===== src/rtl/uart_pkg.sv =====
// Shared UART definitions: receiver/transmitter FSM states, frame width and default bit period.
package uart_pkg;

    typedef enum logic [2:0] {
        IDLE,
        START,
        DATA,
        PARITY,
        STOP
    } uart_state_t;

    localparam int DATA_BITS            = 8;
    localparam int CLKS_PER_BIT_DEFAULT = 10417;

endpackage


===== src/rtl/uart_rx_sampler_if.sv =====
// Receive-side consumer handshake: holding register, status flags and ack.
interface uart_rx_sampler_if;
    import uart_pkg::*;

    logic [DATA_BITS-1:0] rx_data;
    logic                 rx_data_avail;
    logic                 rx_overrun;
    logic                 rx_frame_err;
    logic                 rx_parity_err;
    logic                 rx_busy;
    logic                 rx_ack;

    modport master (
        output rx_data, rx_data_avail, rx_overrun, rx_frame_err, rx_parity_err, rx_busy,
        input  rx_ack
    );

    modport slave (
        input  rx_data, rx_data_avail, rx_overrun, rx_frame_err, rx_parity_err, rx_busy,
        output rx_ack
    );

endinterface


===== src/rtl/uart_sync2.sv =====
// Two-flop synchroniser for an asynchronous input; both flops reset to 1 (idle-high lines).
module uart_sync2 (
    input  logic clk,
    input  logic rst,
    input  logic d,
    output logic q
);

    logic meta;

    always_ff @(posedge clk or posedge rst) begin
        if (rst) begin
            meta <= 1'b1;
            q    <= 1'b1;
        end else begin
            meta <= d;
            q    <= meta;
        end
    end

endmodule


===== src/rtl/uart_rx_sampler.sv =====
// 8N1 UART receiver with one-deep holding register and avail/ack handshake.
// Define UART_RX_PARITY_EN to add an even-parity bit between data and stop.
module uart_rx_sampler
    import uart_pkg::*;
#(
    parameter int CLKS_PER_BIT = CLKS_PER_BIT_DEFAULT
) (
    input  logic                clk_100mhz,
    input  logic                btn_reset,
    input  logic                uart_rxd_in,
    uart_rx_sampler_if.master   bus
);

    localparam int HALF_BIT = CLKS_PER_BIT / 2;
    localparam int CW       = $clog2(CLKS_PER_BIT);
    localparam int BW       = $clog2(DATA_BITS);

    localparam logic [CW-1:0] BIT_LAST  = CW'(CLKS_PER_BIT - 1);
    localparam logic [CW-1:0] HALF_LAST = CW'(HALF_BIT - 1);
    localparam logic [BW-1:0] IDX_LAST  = BW'(DATA_BITS - 1);

    logic                 rxs;
    uart_state_t          state;
    logic [CW-1:0]        cnt;
    logic [BW-1:0]        bit_idx;
    logic [DATA_BITS-1:0] shreg;
    logic [DATA_BITS-1:0] data_r;
    logic                 avail_r;
    logic                 overrun_r;
    logic                 frame_err_r;
    logic                 busy_r;
    logic                 par_ok;

    uart_sync2 u_sync (
        .clk (clk_100mhz),
        .rst (btn_reset),
        .d   (uart_rxd_in),
        .q   (rxs)
    );

`ifdef UART_RX_PARITY_EN
    logic parity_err_r;
    logic par_bad;

    assign par_ok            = ~par_bad;
    assign bus.rx_parity_err = parity_err_r;
`else
    assign par_ok            = 1'b1;
    assign bus.rx_parity_err = 1'b0;
`endif

    always_ff @(posedge clk_100mhz or posedge btn_reset) begin
        if (btn_reset) begin
            state        <= IDLE;
            cnt          <= '0;
            bit_idx      <= '0;
            shreg        <= '0;
            data_r       <= '0;
            avail_r      <= 1'b0;
            overrun_r    <= 1'b0;
            frame_err_r  <= 1'b0;
            busy_r       <= 1'b0;
`ifdef UART_RX_PARITY_EN
            parity_err_r <= 1'b0;
            par_bad      <= 1'b0;
`endif
        end else begin
            frame_err_r  <= 1'b0;
`ifdef UART_RX_PARITY_EN
            parity_err_r <= 1'b0;
`endif
            // Ack is applied first so a coincident commit below wins on avail.
            if (bus.rx_ack) begin
                avail_r   <= 1'b0;
                overrun_r <= 1'b0;
            end

            case (state)
                IDLE: begin
                    cnt <= '0;
                    if (!rxs) begin
                        state  <= START;
                        busy_r <= 1'b1;
                    end
                end

                START: begin
                    if (cnt == HALF_LAST) begin
                        cnt <= '0;
                        if (!rxs) begin
                            state   <= DATA;
                            bit_idx <= '0;
`ifdef UART_RX_PARITY_EN
                            par_bad <= 1'b0;
`endif
                        end else begin
                            state  <= IDLE;
                            busy_r <= 1'b0;
                        end
                    end else begin
                        cnt <= cnt + CW'(1);
                    end
                end

                DATA: begin
                    if (cnt == BIT_LAST) begin
                        cnt   <= '0;
                        shreg <= {rxs, shreg[DATA_BITS-1:1]};
                        if (bit_idx == IDX_LAST) begin
`ifdef UART_RX_PARITY_EN
                            state <= PARITY;
`else
                            state <= STOP;
`endif
                        end else begin
                            bit_idx <= bit_idx + BW'(1);
                        end
                    end else begin
                        cnt <= cnt + CW'(1);
                    end
                end

`ifdef UART_RX_PARITY_EN
                PARITY: begin
                    if (cnt == BIT_LAST) begin
                        cnt   <= '0;
                        state <= STOP;
                        if (rxs != ^shreg) begin
                            parity_err_r <= 1'b1;
                            par_bad      <= 1'b1;
                        end
                    end else begin
                        cnt <= cnt + CW'(1);
                    end
                end
`endif

                STOP: begin
                    if (cnt == BIT_LAST) begin
                        // Leave mid stop bit so a back-to-back start edge is not missed.
                        cnt    <= '0;
                        state  <= IDLE;
                        busy_r <= 1'b0;
                        if (!rxs) begin
                            frame_err_r <= 1'b1;
                        end else if (par_ok) begin
                            data_r  <= shreg;
                            avail_r <= 1'b1;
                            if (avail_r && !bus.rx_ack) begin
                                overrun_r <= 1'b1;
                            end
                        end
                    end else begin
                        cnt <= cnt + CW'(1);
                    end
                end

                default: begin
                    state  <= IDLE;
                    busy_r <= 1'b0;
                end
            endcase
        end
    end

    assign bus.rx_data       = data_r;
    assign bus.rx_data_avail = avail_r;
    assign bus.rx_overrun    = overrun_r;
    assign bus.rx_frame_err  = frame_err_r;
    assign bus.rx_busy       = busy_r;

endmodule

===== src/flat_wrapper.sv =====
// flat-port wrapper written by rule: the top's interface ports become plain ports
module uart_rx_sampler_flat import uart_pkg::*;
#(
    parameter int CLKS_PER_BIT = CLKS_PER_BIT_DEFAULT
)
  (clk_100mhz, btn_reset, uart_rxd_in, bus_rx_data, bus_rx_data_avail, bus_rx_overrun, bus_rx_frame_err, bus_rx_parity_err, bus_rx_busy, bus_rx_ack);
  uart_rx_sampler_if bus_i ();
  input  logic clk_100mhz;
  input  logic btn_reset;
  input  logic uart_rxd_in;
  output wire logic [$bits(bus_i.rx_data)-1:0] bus_rx_data;
  output wire logic [$bits(bus_i.rx_data_avail)-1:0] bus_rx_data_avail;
  output wire logic [$bits(bus_i.rx_overrun)-1:0] bus_rx_overrun;
  output wire logic [$bits(bus_i.rx_frame_err)-1:0] bus_rx_frame_err;
  output wire logic [$bits(bus_i.rx_parity_err)-1:0] bus_rx_parity_err;
  output wire logic [$bits(bus_i.rx_busy)-1:0] bus_rx_busy;
  input wire logic [$bits(bus_i.rx_ack)-1:0] bus_rx_ack;
  assign bus_rx_data = bus_i.rx_data;
  assign bus_rx_data_avail = bus_i.rx_data_avail;
  assign bus_rx_overrun = bus_i.rx_overrun;
  assign bus_rx_frame_err = bus_i.rx_frame_err;
  assign bus_rx_parity_err = bus_i.rx_parity_err;
  assign bus_rx_busy = bus_i.rx_busy;
  assign bus_i.rx_ack = bus_rx_ack;
  uart_rx_sampler #(.CLKS_PER_BIT(CLKS_PER_BIT)) u_core (.clk_100mhz(clk_100mhz), .btn_reset(btn_reset), .uart_rxd_in(uart_rxd_in), .bus(bus_i));
endmodule

===== config.mk =====
export PLATFORM = sky130hd
export DESIGN_NAME = uart_rx_sampler_flat
export DESIGN_NICKNAME = d
export VERILOG_FILES = /design/src/rtl/uart_pkg.sv /design/src/rtl/uart_rx_sampler_if.sv /design/src/rtl/uart_sync2.sv /design/src/rtl/uart_rx_sampler.sv /design/src/flat_wrapper.sv
export SDC_FILE = /design/constraint.sdc
export NUM_CORES = 1
export LEC_CHECK = 0
export CORE_MARGIN = 3
export CORE_UTILIZATION = 49
export CTS_CLUSTER_SIZE = 25
export DETAILED_ROUTE_END_ITERATION = 12
export PLACE_DENSITY = 0.65
export SLEW_MARGIN = 30
export SYNTH_ARGS = -nofsm -noshare
export SYNTH_HDL_FRONTEND = slang
export SYNTH_SLANG_ARGS = --single-unit
export TNS_END_PERCENT = 10

===== constraint.sdc =====
create_clock -name clk_100mhz -period 2.69 [get_ports clk_100mhz]
set_clock_uncertainty 0.1 [all_clocks]
set_input_delay 0.538 -clock clk_100mhz [delete_from_list [all_inputs] [get_ports clk_100mhz]]
set_output_delay 0.538 -clock clk_100mhz [all_outputs]
set_load 0.005 [all_outputs]

==> out/results.ini <==
[outcome]
outcome=finished, final reports clean

[power_and_ir_drop]
seq_power_share_pct=51.1
ir_worst_vdd_mv=0.3242
sw_frac_of_total_pct=18.61
power_w=0.001243
internal_power_w=0.001011
p_switching_w=0.0002313
p_comb_share_pct=1.6
clock_power_share_pct=47.2
power_leakage_nw=1.129
power.density_nw_per_um2=507.7

[sta]
worst_pin_slew_ns=0.5851
min_period_over_period_pct=84.33
final_hold_viol_count=0
setup_viol=0
drv_slew=0
min_period_ns=2.269
rsz0062_at_grt=false
tns_ns=0
holdWs_ns=0.2625
max-slew-margin-rel_pct=60.73
timing.fmax_ghz=0.4408

[detailed_routing]
dr.pass1.iters=4
wire_per_inst_um=14.85
via_per_inst=5.720
wl_mm=3.877
detail-route-antenna-nets=0
drc=0
drt_iter0_markers=74
vias=1493

[synthesis]
synth_cells=190
synth_top_cell_area_share_pct=47.85
synth_ff_type=dfrtp_1
synth_xor_area_share_pct=0.4187
synthSimpleGateAreaFrac_pct=19.98
synthTopCellsByCount=dfrtp_1, mux2_2, nor2_1, a21oi_1, nand2_1
yosys_warnings=0
synth-edff-count=0
synth-compound-area-share_pct=13.34
ys_seq_elements=42
synth_area_um2=2092
synth_top_family_by_area=simple AND/OR/NAND/NOR gates
synth_most_common_cell=dfrtp_1
synthAdderAreaFrac_pct=2.990
synth_area_leaders=dfrtp_1, mux2_2, ha_1, dfstp_2, a21oi_1
syn_nets=199
yosysSeqAreaShare_pct=50.36
synth.distinct_cells=45
postSynth.asyncResetShare_pct=100.0
syn_area_per_cell_um2=11.01
synthMuxAreaShare_pct=9.569
yosysTopAreaCell=dfrtp_1

[setup_path]
critPathSlowestCell=and4_1
cp_num_buf_inv=1
cp-start-kind=flip-flop
path_class=flip-flop to flip-flop
critical_path.max_stage_delay_ns=0.46
critPathMaxFanout=8
path_cells=inv_1 -> ha_1 -> nand4bb_1 -> nor4_2 -> and4_1 -> mux2_2
worst_ep_arrival_time_ns=2.35
cp-end-kind=flip-flop
worstPathRequired_ns=2.77
crit_family=simple AND/OR/NAND/NOR gates

[clock_network]
hold_buffers=0
path_clk_slew_ns=0.08
cts-root-buf=clkbuf_8
cts_buffer_depth=2
cts_made_buffers=5
post-cts-setup-buffer-count=0
h-tree-depth=2
post_cts_resized=0
worstSkewPairLatency_ns=0.29
cts_tree=yes
cts.sinks=42

[global_route]
grt_first_pass_wirelength_mm=7.072
groute.usage.overall_pct=17.36
grt_max_degree=43
overflow=0
antenna_found_initial=0
grt_pass1_vias=1594

[cells_and_area]
nFillCells=343
diodes=0
drive_gt1_share_pct=17.54
areaGrowthSynthToFinish_pct=16.99
fin_nets=219

[run]
maxCapViolCount=0

[die]
die_area_um2=5089
io_pins=17
start_util_pct=51.56
core.rowCount=23
die_w_um=71.34
fp.dieH_um=71.34
core-area_um2=4058

[placement]
gp_congestion=0.8279
port_buffers=15
dpl.hpwl_mm=2.786

[worst_hold_path]
min_path_type=flip-flop to flip-flop

==> worst reg2reg max path: cells and delay by family, from the launching register on <==
family	cells	cell delay, ns
buf+inv	1	0.09
fa+ha+maj	1	0.14
simple gates	3	1.00
flops	1	0.45
mux	1	0.38
==> cell usage in the layout, fill, tap and decap left out, types with 7 or more instances in the layout <==
master | synthesis | layout
and3_1 | 8 | 8
a21oi_1 | 10 | 10
o21ai_0 | 7 | 7
mux2_2 | 16 | 16
clkdlybuf4s50_1 | 0 | 15
inv_1 | 9 | 9
dfrtp_1 | 40 | 40
nand3_1 | 8 | 8
nand2_1 | 10 | 10
nor2_1 | 12 | 12
==> sequential cells by signal, summed over array words and instances, names as in the netlist <==
register	flops
u_core.bus.rx_busy	1
u_core.bus.rx_data_avail	1
u_core.bus.rx_frame_err	1
u_core.u_sync.meta	1
u_core.bit_idx	3
u_core.bus.rx_overrun	1
u_core.u_sync.q	1
u_core.bus.rx_data	8
u_core.cnt	14
u_core.state	3
u_core.shreg	8
==> final timing paths <==
check | depth (start not counted) | startpoint | end | slack (ns)
setup reg to reg | 6 | u_core.cnt[0] | u_core.bus.rx_data[3] | 0.42
min in group asynchronous | 3 | btn_reset | u_core.cnt[4] | 0.57
hold / removal | 0 | u_core.u_sync.meta | u_core.u_sync.q | 0.26
setup / recovery | 6 | u_core.cnt[0] | u_core.bus.rx_data[3] | 0.42
max in group asynchronous | 3 | btn_reset | u_core.u_sync.q | 1.54
hold reg to reg | 0 | u_core.u_sync.meta | u_core.u_sync.q | 0.26
==> metrics by stage <==
step / util, % / area (µm²) / instances / setup slack, ns
floorplan: - / 2092 / 190 / 0.5493
global placement: 56.92 / 2310 / 253 / 0.4534
detailed placement: 56.92 / 2310 / 253 / 0.3914
CTS: 60.31 / 2447 / 261 / 0.3915
global route: 60.31 / 2447 / 261 / 0.2346
finish: 60.31 / 2447 / 261 / 0.4215
==> final cells by class <==
cell class | count | area, µm² | area share (%)
Clock inverter | 3 | 68.82 | 2.812
Sequential cell | 42 | 1054 | 43.05
Tap cell | 50 | 62.56 | 2.556
Timing Repair Buffer | 20 | 187.7 | 7.669
Multi-Input combinational cell | 132 | 972.2 | 39.72
Clock buffer | 5 | 68.82 | 2.812
Inverter | 9 | 33.78 | 1.380
==> cell families (layout without fill, tap and decap cells) <==
kind of cell,after synthesis,after routing
multiplexers,18,18
AO/OA/AOI/OAI,41,41
XOR/XNOR,1,1
AND/OR/NAND/NOR,66,66
buffers and inverters,16,37
adder cells (fa/ha/maj),5,5
flip-flops,42,42
other,1,1
==> power groups by stage <==
stage / Sequential (W) / Clock [W] / Combinational [W]
after global placement: 0.000648 / 0 / 0.0000207
after global routing: 0.000635 / 0.000623 / 0.0000241
final: 0.000635 / 0.000587 / 0.0000203
after detailed placement: 0.000648 / 0 / 0.0000215
after CTS: 0.000635 / 0.000603 / 0.0000215
after floorplan: 0.000647 / 0 / 0.0000129
==> metal layers <==
layer  routed length (µm)  GRT usage [%]
met5                    0              0
met4                   65          7.724
met3                  141          4.067
met1                 1752          21.47
met2                 1919          28.88
Power figures use the tool's default switching activity.
